`src/rtl/rc4_prga_engine.sv`:
```
// rc4_prga_engine: RC4 keystream generator decrypting a ciphertext ROM into a plaintext RAM,
// with an optional abort on any non-lowercase/space plaintext byte.
module rc4_prga_engine #(
  parameter int MSG_LEN  = 32,
  parameter int ADDR_W   = 5,
  parameter bit CHECK_EN = 1'b1
) (
  input  logic              clock,
  input  logic              reset_n,
  input  logic              start,
  output logic              busy,
  output logic              done,
  output logic              valid,
  output logic              abort,
  output logic [7:0]        s_addr,
  output logic [7:0]        s_wdata,
  output logic              s_wren,
  input  logic [7:0]        s_rdata,
  output logic [ADDR_W-1:0] rom_addr,
  input  logic [7:0]        rom_rdata,
  output logic [ADDR_W-1:0] out_addr,
  output logic [7:0]        out_wdata,
  output logic              out_wren
);
  localparam logic [3:0] st_idle      = 4'd0;
  localparam logic [3:0] st_check     = 4'd1;
  localparam logic [3:0] st_rd_si     = 4'd2;
  localparam logic [3:0] st_cap_si    = 4'd3;
  localparam logic [3:0] st_rd_sj     = 4'd4;
  localparam logic [3:0] st_cap_sj    = 4'd5;
  localparam logic [3:0] st_wr_i      = 4'd6;
  localparam logic [3:0] st_wr_j      = 4'd7;
  localparam logic [3:0] st_rd_f      = 4'd8;
  localparam logic [3:0] st_cap_f     = 4'd9;
  localparam logic [3:0] st_write_out = 4'd10;
  localparam logic [3:0] st_done      = 4'd11;
  localparam logic [ADDR_W:0] last_k  = (ADDR_W+1)'(MSG_LEN);
  localparam logic [ADDR_W:0] one_k   = (ADDR_W+1)'(1);

  logic [3:0]      state_q, state_d;
  logic [7:0]      i_q, i_d, j_q, j_d, si_q, si_d, sj_q, sj_d, f_q, f_d, c_q, c_d;
  logic [ADDR_W:0] k_q, k_d;
  logic            valid_q, valid_d, abort_q, abort_d;
  logic [7:0]      pt;
  logic            pt_ok;

  assign pt    = f_q ^ c_q;
  assign pt_ok = (pt == 8'h20) || (pt >= 8'h61 && pt <= 8'h7a);
  assign busy  = state_q != st_idle;
  assign done  = state_q == st_done;
  assign valid = valid_q;
  assign abort = abort_q;

  always_comb begin
    state_d   = state_q;
    i_d       = i_q;
    j_d       = j_q;
    si_d      = si_q;
    sj_d      = sj_q;
    f_d       = f_q;
    c_d       = c_q;
    k_d       = k_q;
    valid_d   = valid_q;
    abort_d   = abort_q;
    s_addr    = '0;
    s_wdata   = '0;
    s_wren    = 1'b0;
    rom_addr  = '0;
    out_addr  = '0;
    out_wdata = '0;
    out_wren  = 1'b0;
    case (state_q)
      st_idle: if (start) begin
        i_d     = '0;
        j_d     = '0;
        k_d     = '0;
        valid_d = 1'b0;
        abort_d = 1'b0;
        state_d = st_check;
      end
      st_check: if (k_q == last_k) begin
        valid_d = 1'b1;
        state_d = st_done;
      end else begin
        i_d     = i_q + 8'd1;
        state_d = st_rd_si;
      end
      st_rd_si: begin
        s_addr  = i_q;
        state_d = st_cap_si;
      end
      st_cap_si: begin
        s_addr  = i_q;
        si_d    = s_rdata;
        j_d     = j_q + s_rdata;
        state_d = st_rd_sj;
      end
      st_rd_sj: begin
        s_addr  = j_q;
        state_d = st_cap_sj;
      end
      st_cap_sj: begin
        s_addr  = j_q;
        sj_d    = s_rdata;
        state_d = st_wr_i;
      end
      st_wr_i: begin
        s_addr  = i_q;
        s_wdata = sj_q;
        s_wren  = 1'b1;
        state_d = st_wr_j;
      end
      // Writing si last makes the i==j case leave s[i] unchanged.
      st_wr_j: begin
        s_addr  = j_q;
        s_wdata = si_q;
        s_wren  = 1'b1;
        state_d = st_rd_f;
      end
      st_rd_f: begin
        s_addr   = si_q + sj_q;
        rom_addr = k_q[ADDR_W-1:0];
        state_d  = st_cap_f;
      end
      st_cap_f: begin
        s_addr   = si_q + sj_q;
        rom_addr = k_q[ADDR_W-1:0];
        f_d      = s_rdata;
        c_d      = rom_rdata;
        state_d  = st_write_out;
      end
      st_write_out: begin
        out_addr  = k_q[ADDR_W-1:0];
        out_wdata = pt;
        if (CHECK_EN && !pt_ok) begin
          abort_d = 1'b1;
          state_d = st_done;
        end else begin
          out_wren = 1'b1;
          k_d      = k_q + one_k;
          state_d  = st_check;
        end
      end
      st_done: state_d = st_idle;
      default: state_d = st_idle;
    endcase
  end

  always_ff @(posedge clock or negedge reset_n) begin
    if (!reset_n) begin
      state_q <= st_idle;
      i_q     <= '0;
      j_q     <= '0;
      si_q    <= '0;
      sj_q    <= '0;
      f_q     <= '0;
      c_q     <= '0;
      k_q     <= '0;
      valid_q <= 1'b0;
      abort_q <= 1'b0;
    end else begin
      state_q <= state_d;
      i_q     <= i_d;
      j_q     <= j_d;
      si_q    <= si_d;
      sj_q    <= sj_d;
      f_q     <= f_d;
      c_q     <= c_d;
      k_q     <= k_d;
      valid_q <= valid_d;
      abort_q <= abort_d;
    end
  end
endmodule
```
`config.mk`:
```
export PLATFORM = sky130hd
export DESIGN_NAME = rc4_prga_engine
export DESIGN_NICKNAME = d
export VERILOG_FILES = /design/src/rtl/rc4_prga_engine.sv
export SDC_FILE = /design/constraint.sdc
export NUM_CORES = 1
export LEC_CHECK = 0
export BUFFER_PORTS_ARGS = -buffer_cell sky130_fd_sc_hd__buf_2
export CORE_MARGIN = 2
export CORE_UTILIZATION = 35
export DETAILED_ROUTE_END_ITERATION = 10
export PLACE_DENSITY = 0.56
export SLEW_MARGIN = 20
export SYNTH_ARGS = -nofsm -noshare
export SYNTH_HDL_FRONTEND = slang
export SYNTH_SLANG_ARGS = --single-unit
```
`constraint.sdc`:
```
create_clock -name clock -period 6.5 [get_ports clock]
set_clock_uncertainty 0.2 [all_clocks]
set_input_delay 1.95 -clock clock [delete_from_list [all_inputs] [get_ports clock]]
set_output_delay 1.95 -clock clock [all_outputs]
set_load 0.005 [all_outputs]
```
==> impl_results.md, run 1 <==
- Finished Layout Cells: 566
- Worst path most repeated cell: a21oi_1
- Final-report max-slew violation count: 0
- Crit Path Max Fanout: 3
- Final min period: 4560 ps
- Hold crit path type: reg2reg
- Critical path class: reg2out
- Post-CTS Hold Fix Bufs: 0
- Iter 0 DRT Violations: 110
- Critical Path Slowest Stage Cell: dfrtp_1
- Post-Place Cells: 551
- Largest net degree at the start of global routing: 61
- RSZ-0062 raised after global routing: false
- Metal2 WL: 4.31 mm
- Die X: 105 µm
- Flops & latches, synth: 60
- Post-Syn Instances: 365
- Synth top area cells: dfrtp_1 42%, mux2_2 7.8%, ha_1 5.9%
- Nets@finish: 464
- Status: completed
- TritonCTS buffer count: 9
- DRC: 0
- Die ar.: 11100 µm²
- Tcrit/Tclk final: 0.701
- # diodes: 0
- Hold Slack: 294 ps
- Syn nets: 403
- Fin. Hold Viols: 0
- First-pass GRT wire length: 14.5 mm
- Critical path buffers and inverters: 1
- Seq/Total Area, Yosys: 0.418
- Crit path cell chain: ha_1 -> fa_1 -> a21o_1 -> a21oi_1 -> o21bai_1 -> a21oi_1 -> xor2_1 -> o21ai_0 -> buf_2
- Peak Freq: 219 MHz
- Total wire length: 8.82 mm
- Area Growth Syn to Fin: 16.8%
- Largest stage delay on the critical path: 400 ps
- Share of post-route cells with drive strength above 1: 0.249
- Resize count post-CTS: 0
- Commonest cells after routing, fill and taps aside: 60 x dfrtp_1, 58 x buf_2, 39 x nor2_1
- Leak: 2.02 nW
- Mean post-synth cell area: 9.85 µm²
- # IOs: 59
- Router iterations before antenna repair: 4
- Post-synth top area cell: dfrtp_1
- Routed WL per cell: 15.6 µm
- Maxcap violations: 0
- Starting Density: 0.355
- Most common library cell in the layout ignoring fill and taps: dfrtp_1
- CTS sink cnt: 60
- Number of antenna-violating nets in the routed design: 0
- Tot GR Track Use: 0.169
- Met1 WL: 4.06 mm
- Critical Path Source Type: flip-flop
- Peak VDD IR: 159 µV
- Critical path's top delay family: compound AO/OA/AOI/OAI gates
- Actual slew at the worst max-slew pin: 907 ps
- Met3 WL: 289 µm
- CTS tree: built
- Worst Path Required: 4350 ps
- Antenna violations before repair: 0
- Gr ovfl total: 0
- Worst skew pair latency: 340 ps
- PwrDens: 492 nW/µm²
- Vias: 2871
- Cell area after layout: 4200 µm²
- Vias per cell: 5.07
- Die H: 105 µm
- Count of buffers from port buffering: 58
- Library cells used by synthesis: 48
- Hpwl dp: 6.57 mm
- Post-synth EDFFs: 0
- Post-synth top flop: dfrtp_1
- CP arrival: 2410 ps
- Post-CTS Setup Inserts: 0
- Asr flop ratio synth: 1.00
- Highest routed layer: met4
- Final setup viols: 0
- Core area: 10100 µm²
- Yosys top cell area share: 0.418
- # fillers: 1017
- Placed Area: 4030 µm²
- Final Total Pwr: 2.07 mW
- H-tree depth: 3
- Clk root buf: clkbuf_8
- Worst-path clk slew: 70 ps
- Vias in the first global route: 2821
- Max clock buf depth: 2
- Setup crit end kind: output port
- Syn. warnings: 0
- Syn Std Cell Area: 3600 µm²
- Max-slew headroom: 0.395
- Site Rows: 37
- Sum of negative setup slack: 0 ps
- RePlAce Congestion: 0.798
==> synthesized netlist by cell type, types with 5 or more instances <==
master	instances
a21oi_1	15
a22oi_1	6
and3_1	6
clkbuf_1	8
dfrtp_1	60
ha_1	17
inv_1	13
mux2_2	25
mux2i_1	11
nand2_1	38
nand2b_1	7
nand3_1	18
nor2_1	39
nor3_1	5
o21ai_0	15
xnor2_1	13
xor2_1	12
==> power by group <==
part | leakage (nW) | internal (mW) | switching [mW]
combinational | 1.18 | 0.491 | 0.533
clock | 0.0893 | 0.156 | 0.145
sequential | 0.747 | 0.536 | 0.204
total | 2.02 | 1.18 | 0.882
==> worst paths after layout <==
check                           depth (start not counted)  startpoint         to  slack (ps)
worst max-delay path                                    9     si_q[0]  s_addr[6]        1940
worst min-delay path                                    1       valid      valid         290
max in group asynchronous                               2     reset_n      valid        4010
min in group asynchronous                               2     reset_n    sj_q[3]        1560
worst max register to register                          3  state_q[0]     j_q[7]        3840
worst min register to register                          1       valid      valid         290
==> state kept, by name, summed over array words and instances, names as in the netlist, 4 cells and up <==
signal,cells
f_q,8
si_q,8
i_q,8
j_q,8
state_q,4
c_q,8
sj_q,8
k_q,6
==> metal layers <==
metal | up-vias | global-route usage
li1 | 1415 | -
met1 | 1394 | 0.219
met2 | 50 | 0.276
met3 | 12 | 0.0303
met4 | 0 | 0.0733
met5 | - | 0
==> final cells by class <==
cell class	count	area, µm²	share of cell area
tap	136	170	0.0405
inverter	13	48.8	0.0116
sequential	60	1500	0.357
timing repair buffer	61	313	0.0744
clock buffer	13	159	0.0378
clock inverter	2	10.0	0.00238
multi-input combinational	281	2000	0.476
==> per-stage QoR <==
step / util / setup slack (ps)
3_3_place_gp: 0.398 / 2360
4_1_cts: 0.414 / 1930
2_1_floorplan: - / 2520
6_report: 0.414 / 1940
5_1_grt: 0.414 / 1720
3_5_place_dp: 0.398 / 2310
==> logic make-up after synthesis <==
group / after synthesis / share of synthesized area
xor+xnor: 29 / 0.0790
buf+inv: 24 / 0.0264
compound gates: 64 / 0.119
fa+ha+maj: 19 / 0.0703
flops: 60 / 0.418
simple gates: 133 / 0.178
mux: 36 / 0.109
No activity file was read; power rests on OpenSTA's default activity.
==> run 2, diff against run 1 <==
--- a/config.mk
+++ b/config.mk
@@ -5,6 +5,7 @@
 export SDC_FILE = /design/constraint.sdc
 export NUM_CORES = 1
 export LEC_CHECK = 0
+export ABC_AREA = 1
 export BUFFER_PORTS_ARGS = -buffer_cell sky130_fd_sc_hd__buf_2
 export CORE_MARGIN = 2
 export CORE_UTILIZATION = 35
==> constraint.sdc (replaced) <==
create_clock -name clock -period 4.4 [get_ports clock]
set_clock_uncertainty 0.2 [all_clocks]
set_input_delay 1.32 -clock clock [delete_from_list [all_inputs] [get_ports clock]]
set_output_delay 1.32 -clock clock [all_outputs]
set_load 0.005 [all_outputs]
==> impl_results.md, run 2 <==
- Hold crit path type: reg2reg
- Final min period: 3850 ps
- Crit Path Max Fanout: 3 (unchanged)
- Metal2 WL: 4.17 mm (-3.2%)
- Vias per cell: 4.89 (-3.7%)
- Status: completed
- Share of post-route cells with drive strength above 1: 0.200 (-0.0485)
- Peak VDD IR: 238 µV (+50%)
- Met3 WL: 474 µm (+64%)
- Maxcap violations: 0 (unchanged)
- Crit Reg-Reg Startpoint: k_q[0]
- # IOs: 59 (unchanged)
- Mux cell area share after synthesis: 0.0151 (-0.0938)
- Simple logic cell fraction of the synthesized area: 0.278 (+0.0992)
- Most common library cell in the layout ignoring fill and taps: nand2_1
- PwrDens: 695 nW/µm² (+41%)
- H-tree depth: 3 (unchanged)
- Worst path most repeated cell: nand2_1
- Post-synth top flop: dfrtp_1
- Crit path cell chain: ha_1 -> fa_1 -> nand2_1 -> nand2_1 -> nand2_1 -> nand2_1 -> nand2_1 -> nand2_1 -> a21oi_1 -> nor2_1 -> o21ai_0 -> buf_2
- Yosys top cell area share: 0.402 (-0.0151)
- Sum of negative setup slack: 0 ps (unchanged)
- Critical path class: reg2out
- Leak: 2.28 nW (+13%)
- Router iterations before antenna repair: 4 (unchanged)
- Area Growth Syn to Fin: 16.3%
- Post-synth top area cell: dfrtp_1
- Post-synth EDFFs: 0 (unchanged)
- Critical Path Source Type: flip-flop
- DRC: 0 (unchanged)
- TritonCTS buffer count: 9 (unchanged)
- Final setup viols: 0 (unchanged)
- Nets@finish: 577 (+24%)
- Die H: 107 µm (+1.8%)
- Critical path buffers and inverters: 1 (unchanged)
- Synth top area cells: dfrtp_1 40%, nand2_1 11%, nand3_1 6.0%
- Most instantiated library cell after synthesis: nand2_1
- Largest family of logic cells by synthesized area: simple AND/OR/NAND/NOR gates
- Worst Setup SP: si_q[0]
- Iter 0 DRT Violations: 206 (+87%)
- Syn. warnings: 0 (unchanged)
- Compound-cell area share of the yosys netlist: 0.111 (-0.00801)
- Core area: 10300 µm² (+1.8%)
- Critical path's top delay family: adder cells
- Highest routed layer: met4
- Starting Density: 0.361 (+0.00673)
- Max-slew headroom: 0.402 (+0.00640)
- Site Rows: 37 (unchanged)
- Syn nets: 516 (+28%)
- Setup crit end kind: output port
- Hold Slack: 297 ps (+3.34 ps)
- Worst skew pair latency: 350 ps (about the same)
- Number of antenna-violating nets in the routed design: 0 (unchanged)
- Peak Freq: 260 MHz
- Flops & latches, synth: 60 (unchanged)
- Post-Synth Adder-Cell Area: 0.0677 (-0.00255)
- Gr ovfl total: 0 (unchanged)
- Die ar.: 11500 µm² (+3.6%)
- Largest net degree at the start of global routing: 30 (-51%)
- # diodes: 0 (unchanged)
- Worst-path clk slew: 80 ps (about the same)
- Tcrit/Tclk final: 0.875
- Mean post-synth cell area: 7.81 µm² (-21%)
- CTS sink cnt: 60 (unchanged)
- Final-report max-slew violation count: 0 (unchanged)
- Post-CTS Hold Fix Bufs: 0 (unchanged)
- Largest stage delay on the critical path: 400 ps (about the same)
- RSZ-0062 raised after global routing: false
- Met1 WL: 4.81 mm (+19%)
- Die X: 107 µm (+1.8%)
- Critical Path Slowest Stage Cell: dfrtp_1
- CTS tree: built
- Routed WL per cell: 14.1 µm (-9.2%)
- Post-Syn Instances: 478 (+31%)
- Post-CTS Setup Inserts: 0 (unchanged)
- Resize count post-CTS: 0 (unchanged)
- Actual slew at the worst max-slew pin: 896 ps (-11.8 ps)
- Worst Path Required: 2880 ps (-1470 ps)
- Vias in the first global route: 3212 (+14%)
- Post-Synth XOR/XNOR Area: 0.0446 (-0.0344)
- Library cells used by synthesis: 36 (-25%)
- Commonest cells after routing, fill and taps aside: 111 x nand2_1, 60 x dfrtp_1, 58 x buf_2
- CP arrival: 2330 ps (-80 ps)
- Tot GR Track Use: 0.180 (+0.0113)
- Count of buffers from port buffering: 58 (unchanged)
- Asr flop ratio synth: 1.00 (unchanged)
- Max clock buf depth: 2 (unchanged)
- Hpwl dp: 7.30 mm (+11%)
- Syn Std Cell Area: 3730 µm² (+3.8%)
- Total wire length: 9.62 mm (+9.0%)
- Seq/Total Area, Yosys: 0.402 (-0.0151)
- Fin. Hold Viols: 0 (unchanged)
- Clk root buf: clkbuf_8
- Vias: 3323 (+16%)
- Post-synth top cells: 111 x nand2_1, 60 x dfrtp_1, 52 x inv_1, 45 x nand3_1, 42 x nor2_1
- RePlAce Congestion: 0.852 (+6.8%)
- Hold Path Origin: valid
- First-pass GRT wire length: 16.1 mm (+11%)
- Antenna violations before repair: 0 (unchanged)
## run 2: cell type report
type,instances,area (µm²)
multi-input combinational,343,1930
sequential,60,1500
fill,1082,5980
clock inverter,6,63.8
clock buffer,10,128
tap,136,170
timing repair buffer,60,305
inverter,65,244
## run 2: metal layers
metal	up-vias	GRT usage
met2	90	0.271
met1	1535	0.257
met4	0	0.0622
met5	-	0
met3	16	0.0369
li1	1682	-
## run 2: logic make-up after synthesis
family                   count (synthesis)
AO/OA/AOI/OAI                           74
XOR/XNOR                                19
adder cells (fa/ha/maj)                 19
buffers and inverters                   75
flip-flops                              60
multiplexers                             5
AND/OR/NAND/NOR                        226
## run 2: stage by stage
step | cells | utilization | setup WS, ps | total power, mW | instance area, µm²
final | 680 | 0.420 | 551 | 3.01 | 4340
after global routing | 680 | 0.420 | 354 | 3.33 | 4340
after CTS | 680 | 0.420 | 566 | 3.04 | 4340
after detailed placement | 664 | 0.402 | 968 | 2.52 | 4150
after global placement | 664 | 0.402 | 937 | 2.50 | 4150
after floorplan | 478 | - | 1190 | 2.10 | 3730
## run 2: worst min-delay path, delay by kind of cell (launching register included)
family	cells	cell delay [ps]
AO/OA/AOI/OAI	1	40
AND/OR/NAND/NOR	1	70
flip-flops	1	350
## run 2: report_power, final
part / internal [mW] / total, mW / switching [mW] / leakage (nW)
Sequential: 0.781 / 0.988 / 0.207 / 0.755
Combinational: 0.550 / 1.52 / 0.973 / 1.43
Clock: 0.262 / 0.504 / 0.242 / 0.0927
## run 2: final timing paths
path,cells past startpoint,endpoint,slack (ps)
hold reg to reg,2,valid,300
setup / recovery,12,s_addr[6],550
min in group asynchronous,1,c_q[1],680
setup reg to reg,9,i_q[3],2260
max in group asynchronous,2,si_q[5],2650
hold / removal,2,valid,300
==> run 3, diff against run 2 <==
--- a/config.mk
+++ b/config.mk
@@ -10,7 +10,7 @@
 export CORE_MARGIN = 2
 export CORE_UTILIZATION = 35
 export DETAILED_ROUTE_END_ITERATION = 10
-export PLACE_DENSITY = 0.56
+export GPL_TIMING_DRIVEN = 1
 export SLEW_MARGIN = 20
 export SYNTH_ARGS = -nofsm -noshare
 export SYNTH_HDL_FRONTEND = slang
==> impl_results.md, run 3 (synthesized netlist as in run 2, its figures left out) <==
- PwrDens: 692 nW/µm² (-0.34%)
- Crit path cell chain: ha_1 -> fa_1 -> nand2_1 -> nand2_1 -> nand2_1 -> nand2_1 -> nand2_1 -> nand2_1 -> a21oi_1 -> nor2_1 -> o21ai_0 -> buf_2
- Hpwl dp: 7.16 mm (-1.9%)
- Crit Reg-Reg Startpoint: k_q[0]
- Most common library cell in the layout ignoring fill and taps: nand2_1
- Largest stage delay on the critical path: 400 ps (about the same)
- Peak VDD IR: 282 µV (+19%)
- PnR worst setup slack: 525 ps (-26.1 ps)
- Comb pwr share: 0.503 (-0.002)
- Gr ovfl total: 0 (unchanged)
- Commonest cells after routing, fill and taps aside: 111 x nand2_1, 60 x dfrtp_1, 58 x buf_2
- Max clock buf depth: 2 (unchanged)
- RePlAce Congestion: 0.892 (+4.7%)
- R2R Setup Slk: 2270 ps (about the same)
- Area Growth Syn to Fin: 16.5%
- Total wire length: 9.18 mm (-4.5%)
- Tot GR Track Use: 0.170 (-0.0102)
- Clk network pwr share: 0.169 (+0.002)
- Worst Path Required: 2880 ps (about the same)
- Resize count post-CTS: 0 (unchanged)
- Finished Layout Cells: 680 (unchanged)
- Net Sw Power: 1.41 mW (-0.51%)
- Antenna violations before repair: 0 (unchanged)
- Die ar.: 11500 µm² (unchanged)
- Leak: 2.28 nW (about the same)
- Post-Place Cells: 664 (unchanged)
- # diodes: 0 (unchanged)
- Maxcap violations: 0 (unchanged)
- Final setup viols: 0 (unchanged)
- Critical path's top delay family: adder cells
- Worst-path clk slew: 80 ps (about the same)
- Worst r2r path cells: 9 (unchanged)
- Routed WL per cell: 13.5 µm (-4.5%)
- Sum of negative setup slack: 0 ps (unchanged)
- Switching Fraction: 0.470 (-0.00160)
- Critical Path Source Type: flip-flop
- Final Util: 0.421 (+0.000727)
- Status: completed
- Actual slew at the worst max-slew pin: 896 ps (+0.851 ps)
- Fin. Hold Viols: 0 (unchanged)
- Number of antenna-violating nets in the routed design: 0 (unchanged)
- Crit Path Max Fanout: 3 (unchanged)
- First-pass GRT wire length: 15.2 mm (-5.9%)
- Final-report max-slew violation count: 0 (unchanged)
- WP depth: 12 (unchanged)
- Critical Path Slowest Stage Cell: dfrtp_1
- Setup crit end kind: output port
- Count of buffers from port buffering: 58 (unchanged)
- DRC: 0 (unchanged)
- Tcrit/Tclk final: 0.881 (+0.00594)
- CTS tree: built
- Hold path depth: 2 (unchanged)
- # IOs: 59 (unchanged)
- Worst path most repeated cell: nand2_1
- Worst skew pair latency: 340 ps (about the same)
- Vias: 3286 (-1.1%)
- Hold endpoint: abort
- Router iterations before antenna repair: 4 (unchanged)
- Post-CTS Setup Inserts: 0 (unchanged)
- Vias in the first global route: 3065 (-4.6%)
- Core area: 10300 µm² (unchanged)
- Iter 0 DRT Violations: 160 (-22%)
- Pre-CTS setup slack: 882 ps (-85.4 ps)
- RSZ-0062 raised after global routing: false
- Starting Density: 0.361 (unchanged)
- Critical path buffers and inverters: 1 (unchanged)
- Reg-to-reg critical path endpoint: i_q[3]
- Clk root buf: clkbuf_8
- Site Rows: 37 (unchanged)
- Hold Path Origin: abort
- Max-slew headroom: 0.401 (-0.000569)
- CTS sink cnt: 60 (unchanged)
- Sequential power share: 0.328 (about the same)
- Largest net degree at the start of global routing: 30 (unchanged)
- Critical path class: reg2out
- Die X: 107 µm (unchanged)
- Vias per cell: 4.83 (-1.1%)
- Nets@finish: 577 (unchanged)
- Cell internal power dissipation: 1.60 mW (+0.13%)
- CP arrival: 2360 ps (+30 ps)
- TritonCTS buffer count: 9 (unchanged)
- H-tree depth: 3 (unchanged)
- Peak Freq: 258 MHz (-0.67%)
- Post-CTS Hold Fix Bufs: 0 (unchanged)
- Share of post-route cells with drive strength above 1: 0.202 (+0.00184)
- Final min period: 3880 ps (+26.1 ps)
- Hold crit path type: reg2reg
- Die H: 107 µm (unchanged)
-- run 3: cell count changes in the layout (fill, tap and decap cells not counted) --
cell	before	now
clkinv_2	2	1
clkbuf_1	1	0
clkinv_4	0	1
clkinvlp_4	2	3
-- run 3: cell type report --
cell class                 count  area [µm²]
inverter                      65         244
timing repair buffer          60         305
sequential                    60        1500
tap                          136         170
clock inverter                 7        75.1
multi-input combinational    343        1930
clock buffer                   9         124
fill                        1046        5980
-- run 3: tightest hold or removal path, cell delays in order, from the launching register on --
cell and delay [ps]:
dfrtp_1 360, nand2_1 60, nand2_1 50
-- run 3: worst max-delay path by stage --
stage | from | end
3_3_place_gp | si_q[0] | s_addr[6]
5_1_grt | si_q[0] | s_addr[6]
4_1_cts | si_q[0] | s_addr[6]
6_report | si_q[0] | s_addr[6]
3_5_place_dp | si_q[0] | s_addr[6]
2_1_floorplan | si_q[0] | s_addr[6]
-- run 3: metrics by stage --
step                      hold slack (ps)  power [mW]  area (µm²)
final                                 298        3.01        4350
after floorplan                       272        2.10        3730
after global placement                284        2.47        4150
after CTS                             303        3.03        4350
after global routing                  347        3.32        4350
after detailed placement              282        2.51        4150
-- run 3: metal layers --
metal,GRT usage,vias to the layer above,part of all wire
met1,0.250,1495,0.50
li1,-,1682,-
met2,0.241,95,0.42
met3,0.0393,14,0.052
met4,0.0640,0,0.022
met5,0,-,0
-- run 3: power groups by stage --
stage | clock (mW) | combinational (mW) | sequential, mW
after CTS | 0.525 | 1.52 | 0.985
final | 0.509 | 1.51 | 0.987
after global placement | 0 | 1.49 | 0.984
after global routing | 0.557 | 1.74 | 1.02
after detailed placement | 0 | 1.52 | 0.992
after floorplan | 0 | 1.16 | 0.946
